### config.mk
export PLATFORM = sky130hd
export DESIGN_NAME = err_bit_saver
export DESIGN_NICKNAME = d
export VERILOG_FILES = /design/src/rtl/err_bit_saver_pkg.sv /design/src/rtl/ebs_tp_merge.sv /design/src/rtl/err_bit_saver.sv
export SDC_FILE = /design/constraint.sdc
export NUM_CORES = 1
export LEC_CHECK = 0
export CELL_PAD_IN_SITES_DETAIL_PLACEMENT = 1
export CELL_PAD_IN_SITES_GLOBAL_PLACEMENT = 1
export CORE_MARGIN = 8
export CORE_UTILIZATION = 41
export DETAILED_ROUTE_END_ITERATION = 16
export GPL_TIMING_DRIVEN = 0
export PLACE_DENSITY = 0.94
export SKIP_CTS_REPAIR_TIMING = 1
export SYNTH_ARGS = -nofsm -noshare
export SYNTH_HDL_FRONTEND = slang
export SYNTH_SLANG_ARGS = --single-unit
### constraint.sdc
create_clock -name i_clk -period 13.2 [get_ports i_clk]
set_clock_uncertainty 0.15 [all_clocks]
set_input_delay 2.64 -clock i_clk [delete_from_list [all_inputs] [get_ports i_clk]]
set_output_delay 2.64 -clock i_clk [all_outputs]
set_load 0.1 [all_outputs]
### src/rtl/err_bit_saver_pkg.sv
// Shared widths, filler value, TP ids and FSM encoding for the Chase-mode
// error-bit saver.
package err_bit_saver_pkg;

    localparam int LOC_W   = 10;
    localparam int REL_W   = 7;
    localparam int MET_W   = REL_W + 3;
    localparam int NUM_TP  = 4;
    localparam int NUM_CS  = 4;
    localparam int MAX_SET = 6;

    localparam logic [LOC_W-1:0] NO_ERR_LOC = 10'd1023;

    localparam logic [2:0] TP1 = 3'd1;
    localparam logic [2:0] TP2 = 3'd2;
    localparam logic [2:0] TP3 = 3'd3;
    localparam logic [2:0] TP4 = 3'd4;

    typedef logic [MAX_SET-1:0][LOC_W-1:0] loc_set_t;

    typedef enum logic [1:0] {
        ST_COLLECT = 2'd0,
        ST_SELECT  = 2'd1,
        ST_DONE    = 2'd2
    } state_t;

    // TP id minus one gives the flip set: bit0 = lrb0, bit1 = lrb1.
    function automatic logic [1:0] tp_flip(input logic [2:0] tp);
        return 2'(tp - 3'd1);
    endfunction

endpackage

### src/rtl/ebs_tp_merge.sv
// Combinational merge of one Chien result with a TP's flipped LRBs, plus the
// reliability metric of the merged set.
module ebs_tp_merge
    import err_bit_saver_pkg::*;
(
    input  logic                         fail,
    input  logic [2:0]                   num_err,
    input  logic [NUM_CS-1:0][LOC_W-1:0] cs_loc,
    input  logic [NUM_CS-1:0][REL_W-1:0] cs_rel,
    input  logic [1:0]                   flip,
    input  logic [LOC_W-1:0]             lrb_loc0,
    input  logic [LOC_W-1:0]             lrb_loc1,
    input  logic [REL_W-1:0]             lrb_rel0,
    input  logic [REL_W-1:0]             lrb_rel1,
    output loc_set_t                     set_loc,
    output logic [2:0]                   set_num,
    output logic [MET_W-1:0]             metric
);

    logic hit0;
    logic hit1;

    always_comb begin
        set_loc = {MAX_SET{NO_ERR_LOC}};
        set_num = '0;
        metric  = '0;
        hit0    = 1'b0;
        hit1    = 1'b0;
        for (int i = 0; i < NUM_CS; i++) begin
            if (3'(i) < num_err) begin
                // A flipped LRB that Chien also reports cancels out of the set.
                if (flip[0] && !hit0 && cs_loc[i] == lrb_loc0) begin
                    hit0 = 1'b1;
                end else if (flip[1] && !hit1 && cs_loc[i] == lrb_loc1) begin
                    hit1 = 1'b1;
                end else begin
                    set_loc[set_num] = cs_loc[i];
                    set_num          = set_num + 3'd1;
                    metric           = metric + MET_W'(cs_rel[i]);
                end
            end
        end
        if (flip[0] && !hit0) begin
            set_loc[set_num] = lrb_loc0;
            set_num          = set_num + 3'd1;
            metric           = metric + MET_W'(lrb_rel0);
        end
        if (flip[1] && !hit1) begin
            set_loc[set_num] = lrb_loc1;
            set_num          = set_num + 3'd1;
            metric           = metric + MET_W'(lrb_rel1);
        end
        if (fail) begin
            set_loc = {MAX_SET{NO_ERR_LOC}};
            set_num = '0;
            metric  = '1;
        end
    end

endmodule

### src/rtl/err_bit_saver.sv
// Collects the four Chase test-pattern results, keeps their merged error sets
// and picks the lowest-metric TP once all four are in.
//
// state      | meaning
// COLLECT    | accept Chien results, wait for mask == 4'b1111
// SELECT     | compare stored metrics, register o_select_tp
// DONE       | pulse o_valid_pulse, clear mask, back to COLLECT
module err_bit_saver
    import err_bit_saver_pkg::*;
(
    input  logic             i_clk,
    input  logic             i_rst_n,
    input  logic             i_start,
    input  logic [LOC_W-1:0] i_lrb_loc0,
    input  logic [LOC_W-1:0] i_lrb_loc1,
    input  logic [REL_W-1:0] i_lrb_rel0,
    input  logic [REL_W-1:0] i_lrb_rel1,
    input  logic             i_cs_valid,
    input  logic [2:0]       i_cs_tp,
    input  logic             i_cs_fail,
    input  logic [2:0]       i_cs_num_err,
    input  logic [LOC_W-1:0] i_cs_err_loc0,
    input  logic [LOC_W-1:0] i_cs_err_loc1,
    input  logic [LOC_W-1:0] i_cs_err_loc2,
    input  logic [LOC_W-1:0] i_cs_err_loc3,
    input  logic [REL_W-1:0] i_cs_rel0,
    input  logic [REL_W-1:0] i_cs_rel1,
    input  logic [REL_W-1:0] i_cs_rel2,
    input  logic [REL_W-1:0] i_cs_rel3,
    output logic [LOC_W-1:0] o_tp1_err_loc0,
    output logic [LOC_W-1:0] o_tp1_err_loc1,
    output logic [LOC_W-1:0] o_tp1_err_loc2,
    output logic [LOC_W-1:0] o_tp1_err_loc3,
    output logic [LOC_W-1:0] o_tp1_err_loc4,
    output logic [LOC_W-1:0] o_tp1_err_loc5,
    output logic [LOC_W-1:0] o_tp2_err_loc0,
    output logic [LOC_W-1:0] o_tp2_err_loc1,
    output logic [LOC_W-1:0] o_tp2_err_loc2,
    output logic [LOC_W-1:0] o_tp2_err_loc3,
    output logic [LOC_W-1:0] o_tp2_err_loc4,
    output logic [LOC_W-1:0] o_tp2_err_loc5,
    output logic [LOC_W-1:0] o_tp3_err_loc0,
    output logic [LOC_W-1:0] o_tp3_err_loc1,
    output logic [LOC_W-1:0] o_tp3_err_loc2,
    output logic [LOC_W-1:0] o_tp3_err_loc3,
    output logic [LOC_W-1:0] o_tp3_err_loc4,
    output logic [LOC_W-1:0] o_tp3_err_loc5,
    output logic [LOC_W-1:0] o_tp4_err_loc0,
    output logic [LOC_W-1:0] o_tp4_err_loc1,
    output logic [LOC_W-1:0] o_tp4_err_loc2,
    output logic [LOC_W-1:0] o_tp4_err_loc3,
    output logic [LOC_W-1:0] o_tp4_err_loc4,
    output logic [LOC_W-1:0] o_tp4_err_loc5,
    output logic [2:0]       o_tp1_num_err,
    output logic [2:0]       o_tp2_num_err,
    output logic [2:0]       o_tp3_num_err,
    output logic [2:0]       o_tp4_num_err,
    output logic [2:0]       o_select_tp,
    output logic             o_valid_pulse
);

    state_t            state;
    logic [NUM_TP-1:0] mask;
    loc_set_t          bank_loc [NUM_TP];
    logic [2:0]        bank_num [NUM_TP];
    logic [MET_W-1:0]  bank_met [NUM_TP];

    loc_set_t          m_loc;
    logic [2:0]        m_num;
    logic [MET_W-1:0]  m_met;
    logic              tp_ok;
    logic [1:0]        tp_idx;
    logic [1:0]        sel_idx;

    assign tp_ok  = i_cs_valid && (i_cs_tp >= TP1) && (i_cs_tp <= TP4);
    assign tp_idx = tp_flip(i_cs_tp);

    // Results arrive one TP at a time, so a single merge unit is shared.
    ebs_tp_merge u_merge (
        .fail     (i_cs_fail),
        .num_err  (i_cs_num_err),
        .cs_loc   ({i_cs_err_loc3, i_cs_err_loc2, i_cs_err_loc1, i_cs_err_loc0}),
        .cs_rel   ({i_cs_rel3, i_cs_rel2, i_cs_rel1, i_cs_rel0}),
        .flip     (tp_idx),
        .lrb_loc0 (i_lrb_loc0),
        .lrb_loc1 (i_lrb_loc1),
        .lrb_rel0 (i_lrb_rel0),
        .lrb_rel1 (i_lrb_rel1),
        .set_loc  (m_loc),
        .set_num  (m_num),
        .metric   (m_met)
    );

    // Strict less-than keeps the lower TP id on ties; all-failed lands on TP1.
    always_comb begin
        sel_idx = 2'd0;
        for (int k = 1; k < NUM_TP; k++) begin
            if (bank_met[k] < bank_met[sel_idx]) sel_idx = 2'(k);
        end
    end

    always_ff @(posedge i_clk) begin
        if (!i_rst_n || i_start) begin
            state         <= ST_COLLECT;
            mask          <= '0;
            o_select_tp   <= '0;
            o_valid_pulse <= 1'b0;
            for (int k = 0; k < NUM_TP; k++) begin
                bank_loc[k] <= {MAX_SET{NO_ERR_LOC}};
                bank_num[k] <= '0;
                bank_met[k] <= '1;
            end
        end else begin
            o_valid_pulse <= 1'b0;
            case (state)
                ST_COLLECT: begin
                    if (tp_ok) begin
                        bank_loc[tp_idx] <= m_loc;
                        bank_num[tp_idx] <= m_num;
                        bank_met[tp_idx] <= m_met;
                        mask[tp_idx]     <= 1'b1;
                    end
                    if (mask == '1) state <= ST_SELECT;
                end
                ST_SELECT: begin
                    o_select_tp <= {1'b0, sel_idx} + 3'd1;
                    state       <= ST_DONE;
                end
                ST_DONE: begin
                    o_valid_pulse <= 1'b1;
                    mask          <= '0;
                    state         <= ST_COLLECT;
                end
                default: state <= ST_COLLECT;
            endcase
        end
    end

    assign o_tp1_err_loc0 = bank_loc[0][0];
    assign o_tp1_err_loc1 = bank_loc[0][1];
    assign o_tp1_err_loc2 = bank_loc[0][2];
    assign o_tp1_err_loc3 = bank_loc[0][3];
    assign o_tp1_err_loc4 = bank_loc[0][4];
    assign o_tp1_err_loc5 = bank_loc[0][5];
    assign o_tp2_err_loc0 = bank_loc[1][0];
    assign o_tp2_err_loc1 = bank_loc[1][1];
    assign o_tp2_err_loc2 = bank_loc[1][2];
    assign o_tp2_err_loc3 = bank_loc[1][3];
    assign o_tp2_err_loc4 = bank_loc[1][4];
    assign o_tp2_err_loc5 = bank_loc[1][5];
    assign o_tp3_err_loc0 = bank_loc[2][0];
    assign o_tp3_err_loc1 = bank_loc[2][1];
    assign o_tp3_err_loc2 = bank_loc[2][2];
    assign o_tp3_err_loc3 = bank_loc[2][3];
    assign o_tp3_err_loc4 = bank_loc[2][4];
    assign o_tp3_err_loc5 = bank_loc[2][5];
    assign o_tp4_err_loc0 = bank_loc[3][0];
    assign o_tp4_err_loc1 = bank_loc[3][1];
    assign o_tp4_err_loc2 = bank_loc[3][2];
    assign o_tp4_err_loc3 = bank_loc[3][3];
    assign o_tp4_err_loc4 = bank_loc[3][4];
    assign o_tp4_err_loc5 = bank_loc[3][5];
    assign o_tp1_num_err  = bank_num[0];
    assign o_tp2_num_err  = bank_num[1];
    assign o_tp3_num_err  = bank_num[2];
    assign o_tp4_num_err  = bank_num[3];

endmodule

==> metrics, run 1 <==
outcome finished, final reports clean; most common cell after layout, fill and taps aside clkdlybuf4s50_1; clock tree sinks 302; RSZ-0062 raised after global routing no; Top FF cell, synth edfxtp_1; # fillers 4607; leakage power 7.792 nW; maximum vdd drop 0.1175 mV; Area after DPL 22230 um^2; Mapped Area 17860 um^2; number of H-tree levels 2; synthesis-stage register bit count 302; final instance area 23320 um^2; Worst Setup SP i_cs_tp[0]; most frequent cells in the layout clkdlybuf4s50_1 (338), edfxtp_1 (292), nand2_1 (250); Avg Cell Area, Syn 10.97 um^2; met2 wire len 37130 um; I/O Pins 369; hold_ws 0.3130 ns; async set or reset register ratio after synthesis 0%; top sig layer met4; setup violation total in the final timing report 0; Die ar. 50510 um^2; ranking of synthesized cells by area edfxtp_1 (49%), ha_1 (5.5%), nand2_1 (5.3%); Overall Global Routing Usage 28.47%; footprint of the multi-input gates 8180 um^2; WP data arrival 12.43 ns; CP Class in -> reg; met3 routed WL 5172 um; Initial Utilization 41.47%; vias in the first global route 16560; final net count 2208; final hold vios 0; pwr dens 125.7 nW/um^2; first-pass GRT wire length 108600 um; Worst-Margin Slew 1.301 ns; Hold WC Path Type reg -> reg; CTS tree done; Worst-Skew Late Latency 0.56 ns; slew margin rel. 12.58%; CP peak stage delay 0.59 ns; wl on met1 28760 um; Core Area 43080 um^2; Hold Startpoint mask[0]; Longest Clk Path Bufs 3; Post-synth EDFFs 292; crit share post-route 92.95%; CP most frequent cell ha_1; fmax 0.08150 GHz; largest net degree at the start of global routing 49; Max Slew Vio Count 0; area occupied by registers 8969 um^2; root buf cell clkbuf_16; First-pass DRT Iterations 5; Cells after Synth 1629; Yosys cell types 80; largest area contributor in the netlist edfxtp_1; global placement routability congestion 0.9160; share of cells above drive strength 1 9.086%; DP Wirelength 57630 um; Avg WL per Cell 28.42 um; post-route ant nets 0; Reg-to-Reg Start bank_met[1][1]; initial DRC count 1454; CP Launch Type primary input; WL final 74510 um; Tmin final 12.27 ns; yosys warns 0; overflow left after global routing 0; Critical Path Slowest Stage Cell clkbuf_1; die height 224.7 um; sequential-to-total area share from yosys stat 50.20%; routed vias/inst 5.900; Max-Cap Viols 0; post-synth top area share 49.08%; Net Count, Synth 1825; FP Rows 76; Die X 224.7 um; area delta synth->final 30.52%; CTS Buf Count 34; CP endpoint kind register; antenna violations before repair 2; Remaining DRCs 0; Worst-path clk slew 0.07 ns; Max Fanout on Critical Path 10; Critical Path RT 13.36 ns; DR vias 15470; Port Buf Inserts 338
where the power goes:
part	total [mW]	leakage (nW)	internal, mW	switching [mW]
registers	1.06	2.31	1.06	0.00385
logic	0.918	4.96	0.335	0.583
clock network	0.952	0.523	0.549	0.403
total	2.93	7.79	1.94	0.990
layer usage:
metal / track usage, % / up-vias
li1: - / 6682
met2: 50.27 / 820
met4: 12.85 / 0
met1: 33.75 / 7766
met3: 4.650 / 202
met5: 0 / -
Yosys cell counts, types with 11 or more instances:
| cell type | count |
|---|---|
| edfxtp_1 | 292 |
| nand2_1 | 252 |
| nor2_1 | 100 |
| ha_1 | 78 |
| clkbuf_1 | 75 |
| mux2i_1 | 70 |
| inv_1 | 61 |
| xor2_1 | 59 |
| mux2_2 | 57 |
| a21oi_1 | 55 |
| xnor2_1 | 54 |
| o211ai_1 | 41 |
| nand3_1 | 40 |
| a211o_1 | 32 |
| o21ai_0 | 29 |
| nand2b_1 | 26 |
| nor3_1 | 22 |
| nor4_1 | 21 |
| a21o_1 | 20 |
| buf_2 | 16 |
| nand4_1 | 15 |
| and2_1 | 12 |
| buf_1 | 12 |
| nor2b_1 | 12 |
| o22ai_1 | 12 |
| nand4b_1 | 11 |
| o22a_1 | 11 |
state kept, by name, summed over array words and instances (netlist names):
name,cells
bank_met,40
bank_num,12
state,2
o_valid_pulse,1
bank_loc,240
mask,4
o_select_tp,3
stage by stage:
step / power, mW / std cells / util [%] / worst slack [ns] / TNS [ns]
after global placement: 1.923 / 2552 / 51.03 / -1.264 / -171.50
after detailed placement: 1.974 / 2561 / 51.60 / 0.5609 / 0
after floorplan: 1.694 / 1629 / - / 3.028 / 0
after CTS: 2.917 / 2621 / 54.12 / 1.055 / 0
final: 2.931 / 2622 / 54.13 / 0.9304 / 0
after global routing: 3.027 / 2622 / 54.13 / 0.3410 / 0
critical path: cells and delay by family:
family                     cells  cell delay [ns]
AOI/OAI and AO/OA              5             0.84
xor gates and xnor gates       5             1.16
adders and majority gates      6             1.99
buffers and inverters          5             1.93
muxes                          3             0.87
and+or+nand+nor               11             2.97
final timing paths:
kind / to / slack, ns / cells past startpoint
min reg2reg: state[0] / 0.31 / 2
max: bank_met[2][7] / 0.93 / 35
min: state[0] / 0.31 / 2
max reg2reg: o_select_tp[1] / 3.83 / 33
logic make-up after synthesis:
family | synth area share (%)
AOI/OAI and AO/OA | 11.37
DFF | 50.20
adders and majority gates | 6.023
muxes | 7.998
and+or+nand+nor | 14.35
xor gates and xnor gates | 5.827
buffers and inverters | 4.230
layout make-up:
class	instances	share of cell area, %
flip-flops and latches	302	38.46
multi-input cells	1148	35.08
repair buffers	347	15.40
clock buffers	42	3.869
well taps	585	3.139
plain buffers	115	2.211
inverters	64	1.030
clock inverters	18	0.7942
diodes	1	0.01073
(Power assumes the default switching activity.)
==> inputs of run 2 (changes only) <==
--- a/config.mk
+++ b/config.mk
@@ -12,2 +12,3 @@
 export DETAILED_ROUTE_END_ITERATION = 16
+export GPL_ROUTABILITY_DRIVEN = 0
 export GPL_TIMING_DRIVEN = 0
==> constraint.sdc (replaced) <==
create_clock -name i_clk -period 13.2 [get_ports i_clk]
set_clock_uncertainty 0.15 [all_clocks]
set_input_delay 1.32 -clock i_clk [delete_from_list [all_inputs] [get_ports i_clk]]
set_output_delay 1.32 -clock i_clk [all_outputs]
set_load 0.1 [all_outputs]
==> metrics, run 2 (synthesis results as in run 1) <==
most common cell after layout, fill and taps aside clkdlybuf4s50_1 (unchanged); CP most frequent cell ha_1 (unchanged); CP endpoint kind register (unchanged); routed vias/inst 5.886 (was 5.900); DP Wirelength 57950 um (was 57630 um); Avg WL per Cell 28.06 um (was 28.42 um); area delta synth->final 30.28% (was 30.52%); setup violation total in the final timing report 0 (unchanged); Critical Path RT 13.35 ns (was 13.36 ns); Top Registers bank_loc x240, bank_met x40, bank_num x12 (unchanged); antenna violations before repair 2 (unchanged); Tmin final 10.83 ns (was 12.27 ns); Remaining DRCs 0 (unchanged); area occupied by registers 8969 um^2 (unchanged); Port Buf Inserts 338 (unchanged); largest net degree at the start of global routing 45 (was 49); root buf cell clkbuf_16 (unchanged); TNS Setup 0 ns (unchanged); First-pass DRT Iterations 5 (unchanged); CP Class in -> reg (unchanged); first-pass GRT wire length 106800 um (was 108600 um); Initial Utilization 41.47% (unchanged); most frequent cells in the layout clkdlybuf4s50_1 (338), edfxtp_1 (292), nand2_1 (250) (unchanged); overflow left after global routing 0 (unchanged); Longest Clk Path Bufs 3 (unchanged); leakage power 7.784 nW (was 7.792 nW); Max-Cap Viols 0 (unchanged); vias in the first global route 16600 (was 16560); Final Worst Setup Slack 2.373 ns (was 0.9304 ns); I/O Pins 369 (unchanged); CP peak stage delay 0.57 ns (was 0.59 ns); initial DRC count 1550 (was 1454); CTS tree done (unchanged); Die ar. 50510 um^2 (unchanged); outcome finished, final reports clean (unchanged); worst path bufs/invs 5 (unchanged); fmax 0.09236 GHz (was 0.08150 GHz); number of H-tree levels 2 (unchanged); crit share post-route 82.03% (was 92.95%); final net count 2207 (was 2208); CP Launch Type primary input (unchanged); WL final 73570 um (was 74510 um); maximum vdd drop 0.1046 mV (was 0.1175 mV); largest register by flop count bank_loc (unchanged); footprint of the multi-input gates 8180 um^2 (unchanged); Max Slew Vio Count 0 (unchanged); CP delay by family, top simple AND/OR/NAND/NOR gates (unchanged); Overall Global Routing Usage 27.97% (was 28.47%); max reg flops 240 (unchanged); RSZ-0062 raised after global routing no (unchanged); hold_ws 0.3367 ns (was 0.3130 ns); final hold vios 0 (unchanged); WP data arrival 10.98 ns (was 12.43 ns); DR vias 15430 (was 15470); pre-CTS setup slack 1.933 ns (was 0.5609 ns); Max Fanout on Critical Path 10 (unchanged); Worst-Margin Slew 1.323 ns (was 1.301 ns); Hold WC Path Type reg -> reg (unchanged); FP Rows 76 (unchanged); Worst-path clk slew 0.06 ns (was 0.07 ns); # fillers 4625 (was 4607); pwr dens 124.5 nW/um^2 (was 125.7 nW/um^2); Die X 224.7 um (unchanged); slew margin rel. 11.15% (was 12.58%); die height 224.7 um (unchanged); post-route ant nets 0 (unchanged); clock tree sinks 302 (unchanged); CTS Buf Count 34 (unchanged); Tot Pwr 2.898 mW (was 2.931 mW); Worst-Skew Late Latency 0.54 ns (was 0.56 ns); Core Area 43080 um^2 (unchanged); share of cells above drive strength 1 9.386% (was 9.086%); Critical Path Slowest Stage Cell nor4_1 (was clkbuf_1)
run 2: cell types whose count changed in the layout (fill, tap and decap cells not counted), sizes merged:
cell | previous run | this run
buf | 49 | 48
diode | 1 | 2
clkinv | 10 | 14
clkbuf | 117 | 114
bufinv | 3 | 2
run 2: worst reg2reg max path, delay by kind of cell (launching register included):
kind                     cells  cell delay, ns
flip-flops                   1            0.41
adder cells (fa/ha/maj)      4            1.20
buffers and inverters        1            0.43
multiplexers                 2            0.56
AO/OA/AOI/OAI               22            5.68
AND/OR/NAND/NOR              6            0.57
run 2: layout make-up:
cell class / count / share of cell area (%)
Antenna cell: 2 / 0.02150
Clock inverter: 21 / 0.7634
Timing Repair Buffer: 346 / 15.31
Tap cell: 585 / 3.145
Sequential cell: 302 / 38.54
Clock buffer: 39 / 3.828
Inverter: 64 / 1.032
Buffer: 115 / 2.215
Multi-Input combinational cell: 1148 / 35.15
run 2: final timing paths:
| path | to | slack, ns | cells past startpoint | startpoint |
|---|---|---|---|---|
| worst min register to register | state[0] | 0.34 | 2 | mask[0] |
| worst max-delay path | bank_met[2][7] | 2.37 | 35 | i_cs_tp[0] |
| worst min-delay path | state[0] | 0.34 | 2 | mask[0] |
| worst max register to register | o_select_tp[1] | 4.05 | 35 | bank_met[1][1] |
run 2: layer usage:
layer  global-route usage (%)  vias to the layer above  wire (um)
li1                         -                     6691          -
met1                    32.43                     7772      27360
met2                    50.17                      796      37320
met3                    5.119                      174       5831
met4                    11.94                        0       3057
met5                        0                        -          0
run 2: per-stage QoR:
stage	instances	util (%)	instance area (um^2)
2_1_floorplan	1629	-	17860
3_3_place_gp	2552	51.03	21980
3_5_place_dp	2560	51.54	22200
4_1_cts	2620	54.02	23270
5_1_grt	2622	54.03	23270
6_report	2622	54.03	23270
run 2: power by group:
part	switching, mW	internal (mW)	leakage (nW)	total [mW]
Clock	0.398	0.529	0.529	0.927
Sequential	0.00369	1.06	2.31	1.06
Combinational	0.576	0.335	4.94	0.911
